[config.mk]
export PLATFORM = sky130hd
export DESIGN_NAME = retire_trace_buffer
export DESIGN_NICKNAME = d
export VERILOG_FILES = /design/src/rtl/simple_processor_pkg.sv /design/src/rtl/retire_trace_pkg.sv /design/src/rtl/retire_trace_buffer_trace_fifo.sv /design/src/rtl/retire_trace_buffer.sv
export SDC_FILE = /design/constraint.sdc
export NUM_CORES = 1
export LEC_CHECK = 0
export CAP_MARGIN = 25
export CELL_PAD_IN_SITES_DETAIL_PLACEMENT = 1
export CELL_PAD_IN_SITES_GLOBAL_PLACEMENT = 1
export CORE_AREA = 3 3 280 282
export CTS_BUF_LIST = sky130_fd_sc_hd__clkbuf_8
export DETAILED_ROUTE_END_ITERATION = 12
export DIE_AREA = 0 0 283 285
export GPL_ROUTABILITY_DRIVEN = 0
export GPL_TIMING_DRIVEN = 0
export PLACE_DENSITY_LB_ADDON = 0.1
export SLEW_MARGIN = 20
export SYNTH_ARGS = -nofsm -noshare
export SYNTH_HDL_FRONTEND = slang
export SYNTH_SLANG_ARGS = --single-unit
[constraint.sdc]
create_clock -name clk_i -period 36.5 [get_ports clk_i]
set_clock_uncertainty 0.05 [all_clocks]
set_input_delay 7.3 -clock clk_i [delete_from_list [all_inputs] [get_ports clk_i]]
set_output_delay 7.3 -clock clk_i [all_outputs]
set_load 0.005 [all_outputs]
[src/rtl/simple_processor_pkg.sv]
// Core-wide widths shared by the simple processor and its trace/debug blocks.
package simple_processor_pkg;

    localparam int ADDR_WIDTH = 16;

endpackage

[src/rtl/retire_trace_pkg.sv]
// Trace record layout for the retire capture stage.
package retire_trace_pkg;

    localparam int ADDR_WIDTH     = simple_processor_pkg::ADDR_WIDTH;
    localparam int DATA_WIDTH     = 32;
    localparam int REG_ADDR_WIDTH = 5;

    typedef struct packed {
        logic [ADDR_WIDTH-1:0]     pc;
        logic                      rd_we;
        logic [REG_ADDR_WIDTH-1:0] rd;
        logic [DATA_WIDTH-1:0]     rd_data;
        logic                      dmem_op;
        logic                      dmem_we;
        logic [ADDR_WIDTH-1:0]     dmem_addr;
        logic [DATA_WIDTH-1:0]     dmem_data;
    } retire_rec_t;

    localparam int REC_WIDTH = $bits(retire_rec_t);

endpackage

[src/rtl/retire_trace_buffer_trace_fifo.sv]
// Generic synchronous FIFO with a wrap-bit on each pointer so full and empty
// can be told apart; head data comes straight from storage and reads zero
// while empty.
module trace_fifo #(
    parameter int WIDTH = 8,
    parameter int DEPTH = 8
) (
    input  logic                     clk_i,
    input  logic                     arst_ni,
    input  logic                     clear_i,
    input  logic                     push_i,
    input  logic [WIDTH-1:0]         push_data_i,
    input  logic                     pop_i,
    output logic                     push_ok_o,
    output logic                     valid_o,
    output logic [WIDTH-1:0]         data_o,
    output logic [$clog2(DEPTH):0]   count_o
);

    localparam int AW = $clog2(DEPTH);

    logic [AW:0]      wr_ptr;
    logic [AW:0]      rd_ptr;
    logic [WIDTH-1:0] mem [DEPTH];
    logic             empty;
    logic             full;
    logic             pop_ok;
    logic             push_ok;

    assign empty   = (wr_ptr == rd_ptr);
    assign full    = (wr_ptr[AW] != rd_ptr[AW]) && (wr_ptr[AW-1:0] == rd_ptr[AW-1:0]);
    assign pop_ok  = pop_i && !empty && !clear_i;
    assign push_ok = push_i && !clear_i && (!full || pop_ok);

    assign push_ok_o = push_ok;
    assign valid_o   = !empty;
    assign count_o   = wr_ptr - rd_ptr;

    // Head record comes from storage; forced to zero so an empty FIFO shows a clean record.
    always_comb begin
        data_o = '0;
        if (!empty) begin
            data_o = mem[rd_ptr[AW-1:0]];
        end
    end

    // Pointer update: clear rewinds both pointers and wins over any push or pop.
    always_ff @(posedge clk_i or negedge arst_ni) begin
        if (!arst_ni) begin
            wr_ptr <= '0;
            rd_ptr <= '0;
        end else if (clear_i) begin
            wr_ptr <= '0;
            rd_ptr <= '0;
        end else begin
            if (push_ok) begin
                wr_ptr <= wr_ptr + 1'b1;
            end
            if (pop_ok) begin
                rd_ptr <= rd_ptr + 1'b1;
            end
        end
    end

    // Storage write; left unreset because pointers alone decide what is valid.
    always_ff @(posedge clk_i) begin
        if (push_ok) begin
            mem[wr_ptr[AW-1:0]] <= push_data_i;
        end
    end

endmodule

[src/rtl/retire_trace_buffer.sv]
// Retire-port capture stage: normalises each retired instruction into a trace
// record, buffers it for the lock-step checker and flags any dropped record.
module retire_trace_buffer
    import retire_trace_pkg::*;
#(
    parameter int DEPTH          = 8,
    parameter int DATA_WIDTH     = retire_trace_pkg::DATA_WIDTH,
    parameter int REG_ADDR_WIDTH = retire_trace_pkg::REG_ADDR_WIDTH,
    parameter int ADDR_WIDTH     = simple_processor_pkg::ADDR_WIDTH
) (
    input  logic                      clk_i,
    input  logic                      arst_ni,
    input  logic                      ret_valid_i,
    input  logic [ADDR_WIDTH-1:0]     ret_pc_i,
    input  logic                      ret_rd_we_i,
    input  logic [REG_ADDR_WIDTH-1:0] ret_rd_i,
    input  logic [DATA_WIDTH-1:0]     ret_rd_data_i,
    input  logic                      ret_dmem_op_i,
    input  logic                      ret_dmem_we_i,
    input  logic [ADDR_WIDTH-1:0]     ret_dmem_addr_i,
    input  logic [DATA_WIDTH-1:0]     ret_dmem_data_i,
    input  logic                      clear_i,
    output logic                      trc_valid_o,
    input  logic                      trc_ready_i,
    output retire_rec_t               trc_rec_o,
    output logic                      overflow_o,
    output logic [$clog2(DEPTH):0]    occupancy_o,
    output logic [31:0]               retire_count_o
);

    retire_rec_t           push_rec;
    logic [REC_WIDTH-1:0]  head_bits;
    logic                  push_ok;
    logic                  pop_req;
    logic                  drop;

    assign pop_req   = trc_valid_o && trc_ready_i;
    assign drop      = ret_valid_i && !clear_i && !push_ok;
    assign trc_rec_o = head_bits;

    // Build the record, dropping x0 writes and zeroing every field the instruction did not use.
    always_comb begin
        push_rec         = '0;
        push_rec.pc      = ret_pc_i;
        push_rec.rd_we   = ret_rd_we_i && (ret_rd_i != '0);
        if (push_rec.rd_we) begin
            push_rec.rd      = ret_rd_i;
            push_rec.rd_data = ret_rd_data_i;
        end
        push_rec.dmem_op = ret_dmem_op_i;
        if (ret_dmem_op_i) begin
            push_rec.dmem_we   = ret_dmem_we_i;
            push_rec.dmem_addr = ret_dmem_addr_i;
            push_rec.dmem_data = ret_dmem_data_i;
        end
    end

    trace_fifo #(
        .WIDTH (REC_WIDTH),
        .DEPTH (DEPTH)
    ) u_fifo (
        .clk_i       (clk_i),
        .arst_ni     (arst_ni),
        .clear_i     (clear_i),
        .push_i      (ret_valid_i),
        .push_data_i (push_rec),
        .pop_i       (pop_req),
        .push_ok_o   (push_ok),
        .valid_o     (trc_valid_o),
        .data_o      (head_bits),
        .count_o     (occupancy_o)
    );

    // Sticky loss flag: set when a retire finds the FIFO full with no pop to make room.
    always_ff @(posedge clk_i or negedge arst_ni) begin
        if (!arst_ni) begin
            overflow_o <= 1'b0;
        end else if (clear_i) begin
            overflow_o <= 1'b0;
        end else if (drop) begin
            overflow_o <= 1'b1;
        end
    end

    // Count of records actually buffered; survives clear and wraps naturally.
    always_ff @(posedge clk_i or negedge arst_ni) begin
        if (!arst_ni) begin
            retire_count_o <= '0;
        end else if (push_ok) begin
            retire_count_o <= retire_count_o + 32'd1;
        end
    end

`ifndef SYNTHESIS
    // The retire strobe must be a known value once out of reset.
    always @(posedge clk_i) begin
        if (arst_ni) begin
            a_valid_known : assert (!$isunknown(ret_valid_i))
                else $error("ret_valid_i is X/Z out of reset");
        end
    end

    // A store flag without a memory access means the core's retire fields are inconsistent.
    always @(posedge clk_i) begin
        if (arst_ni && ret_valid_i) begin
            a_store_needs_op : assert (!(ret_dmem_we_i && !ret_dmem_op_i))
                else $error("ret_dmem_we_i set without ret_dmem_op_i");
        end
    end
`endif

endmodule

==> summary.txt <==
==============================================================================
Status ..........................................................    completed
CTS clk-pin slew, worst paths ...................................      0.06 ns
Setup TNS .......................................................         0 ns
Normalized max-slew margin ......................................        35.9%
Longest Clk Path Bufs ...........................................            3
Most common cell after layout, fill and taps aside ..............     edfxtp_1
Post-Layout Cell Count ..........................................         3401
Gate count of the mapped netlist ................................         1744
Standard cell area after detailed placement .....................   0.0390 mm²
Number of nets with antenna violations after routing ............            0
Crit path kind .................................................. flop to output port
Hold path depth .................................................            1
Wire length of the first global-routing pass ....................       129 mm
Syn_nets ........................................................         1860
Transition time at the pin with the least slew margin ...........     0.962 ns
P per Cell Area .................................................  55.8 mW/mm²
Area Growth Syn to Fin ..........................................        21.9%
Share of flip-flops with an asynchronous set or reset ...........        4.70%
Via count of the first global-routing pass ......................        20100
Vertical extent of the die ......................................       285 µm
Sink of the worst hold path ..................................... retire_count_o[8]$_DFFE_PN0P_
Fin. max-slew vios ..............................................            0
Sequential share of the synthesized area ........................        76.2%
Fin. Hold Viols .................................................            0
Drt pass-1 iters ................................................            5
RR Endpoint ..................................................... u_fifo.mem[4][53]$_DFFE_PP_
GRT met2 Usage ..................................................        36.9%
Hpwl dp .........................................................      56.9 mm
Category of the worst setup path launch point ...................         flop
Max-cap check violation count ...................................            0
Starting utilization of the core area ...........................        45.0%
Least setup slack across all paths after layout .................     23.55 ns
Met1 global-route usage .........................................        28.2%
Worst R2R Start ................................................. u_fifo.rd_ptr[2]$_DFFE_PN0P_
Horizontal extent of the die ....................................       283 µm
Total via count after detailed routing ..........................        18200
Post-detailed-route via-to-cell ratio ...........................         5.37
LEAKAGE .........................................................      14.0 nW
Die footprint ...................................................   0.0807 mm²
Top library cells by usage in the layout, fill and taps aside ... edfxtp_1 (832), clkdlybuf4s50_1 (249), nand2_1 (220)
CP Data Required Time ...........................................     29.15 ns
Total design power ..............................................      2.32 mW
Avg Cell Area, Syn ..............................................     19.6 µm²
Min Hold Slack ..................................................     0.442 ns
Number of instances in the placed design ........................         3138
PostCTS Resize Cnt ..............................................            0
Final min period ................................................     12.95 ns
Highest net fanout along the worst path .........................           10
H-tree depth reported by CTS ....................................            4
Number of enable-type register cells in the synthesized netlist .          832
Summed area of non-filler cells in the final layout .............   0.0416 mm²
I/O pins ........................................................          251
Wire length per cell after detailed routing .....................      25.2 µm
Largest voltage drop on the vdd net .............................  0.0000297 V
Synth warn ......................................................            0
Cell variety after synth ........................................           41
Nets ............................................................         2375
Leading cell types by total area after synthesis ................ edfxtp_1 (73%), mux4_2 (14%), dfrtp_1 (3.0%)
Data arrival time of the worst path .............................      5.60 ns
All-Layer GR Usage ..............................................        21.6%
DRC viols .......................................................            0
Antenna violations before repair ................................            4
Clock latency at the later pin of the worst-skew pair ...........      0.77 ns
Number of post-CTS setup repair buffers .........................            0
TritonCTS clock tree ............................................         done
Largest net degree at the start of global routing ...............           36
Post-Route WL ...................................................      85.8 mm
Largest area contributor in the netlist .........................     edfxtp_1
Final setup vio count ...........................................            0
Met3 Track Usage GR .............................................        4.12%
GRT Residual Overflow ...........................................            0
Achievable Freq .................................................     77.2 MHz
Buffer type at the clock tree root ..............................     clkbuf_8
Kind of capture point of the worst setup path ...................  output port
Post-route clock period utilization .............................        35.5%
Share of Yosys cell area claimed by the top area cell type ......        73.2%
Netlist Area Pre-Place ..........................................   0.0342 mm²
R2R Setup Slk ...................................................     31.36 ns
Core utilization of the finished layout .........................        54.8%
CTS buffer count ................................................          149
Number of hold buffers added after cts ..........................            0
Placement-stage worst setup slack ...............................     24.28 ns
Buffers on Ports ................................................          250
Most common flop cell mapped by yosys ...........................     edfxtp_1
# fillers .......................................................         6913
Setup repair after global routing missed its margin .............           no
Worst Hold Class ................................................ flop to flop
Busiest layer in global routing .................................         met2
Iter 0 DRT Violations ...........................................         1338
Site Rows .......................................................          101
Num Clock Sinks .................................................          873
Core outline area ...............................................   0.0759 mm²
Synthesis-stage register bit count ..............................          873
Logic depth of the worst register-to-register path ..............           14
Origin of the worst min-delay path .............................. retire_count_o[8]$_DFFE_PN0P_
Fraction of layout instances using a drive strength above 1 .....        23.0%
==============================================================================
[worst max-delay path by stage]
stage | startpoint | end | slack (ns) | cells after the start
floorplan | ret_valid_i | u_fifo.mem[2][0]$_DFFE_PP_ | 17.97 | 3
global placement | ret_valid_i | u_fifo.mem[3][60]$_DFFE_PP_ | 6.11 | 4
detailed placement | u_fifo.rd_ptr[2]$_DFFE_PN0P_ | trc_rec_o[82] | 24.28 | 10
CTS | u_fifo.rd_ptr[2]$_DFFE_PN0P_ | trc_rec_o[82] | 23.36 | 10
global route | u_fifo.rd_ptr[2]$_DFFE_PN0P_ | trc_rec_o[76] | 23.25 | 10
finish | u_fifo.rd_ptr[2]$_DFFE_PN0P_ | trc_rec_o[82] | 23.55 | 10
[registers in the layout, summed over array words and instances, names as in the netlist]
signal / count
overflow_o: 1
u_fifo.rd_ptr: 4
retire_count_o: 32
u_fifo.mem: 832
u_fifo.wr_ptr: 4
[synthesized netlist by cell type (2+ instances only)]
library cell / count
nand2_1: 220
o2111ai_1: 2
nand3_1: 5
nand4_1: 15
and3_1: 9
buf_1: 30
xnor2_1: 19
edfxtp_1: 832
clkbuf_1: 34
nor3_1: 11
a21oi_1: 105
ha_1: 6
inv_1: 13
and4_1: 4
o21ai_0: 2
nor4_1: 11
mux2i_1: 2
o211ai_1: 5
mux4_2: 208
nor2_1: 15
buf_2: 10
buf_4: 20
dfrtp_1: 41
and2_1: 88
xor2_1: 21
[critical path, cell delays in order (launching register included)]
cell             delay [ns]
dfrtp_1                0.32
clkbuf_1               0.53
inv_2                  0.33
clkbuf_1               0.39
ha_1                   0.50
nand3_1                0.17
nor2_1                 0.73
clkbuf_1               0.77
buf_2                  0.44
a21oi_1                0.14
clkdlybuf4s50_1        0.48
[layer usage]
layer	routed length (µm)	vias up	share of wire, %
met1	35900	9655	42
li1	-	8005	-
met4	1570	2	1.8
met2	44200	463	52
met5	14	-	0.016
met3	4090	123	4.8
[power by group]
group | internal (mW) | switching (mW) | leakage (nW)
sequential | 1.12 | 0.00835 | 8.16
clock | 0.394 | 0.388 | 1.51
combinational | 0.212 | 0.206 | 4.29
[kinds of logic after synthesis]
family          share of synthesized area (%)
simple gates                             5.32
mux                                      13.8
buf+inv                                  1.48
compound gates                           1.92
flops                                    76.2
xor+xnor                                 1.07
fa+ha+maj                               0.278
[layout make-up]
| cell class | instances | area, µm² | area share [%] |
|---|---|---|---|
| sequential | 873 | 26000 | 62.5 |
| multi-input combinational | 762 | 7680 | 18.5 |
| timing repair buffer | 364 | 3510 | 8.44 |
| clock buffer | 151 | 2080 | 4.99 |
| tap | 1030 | 1290 | 3.10 |
| clock inverter | 109 | 539 | 1.30 |
| buffer | 95 | 452 | 1.09 |
| inverter | 14 | 52.6 | 0.126 |
| antenna | 3 | 7.51 | 0.0180 |
Note: power is estimated with default switching activity, not from simulation.
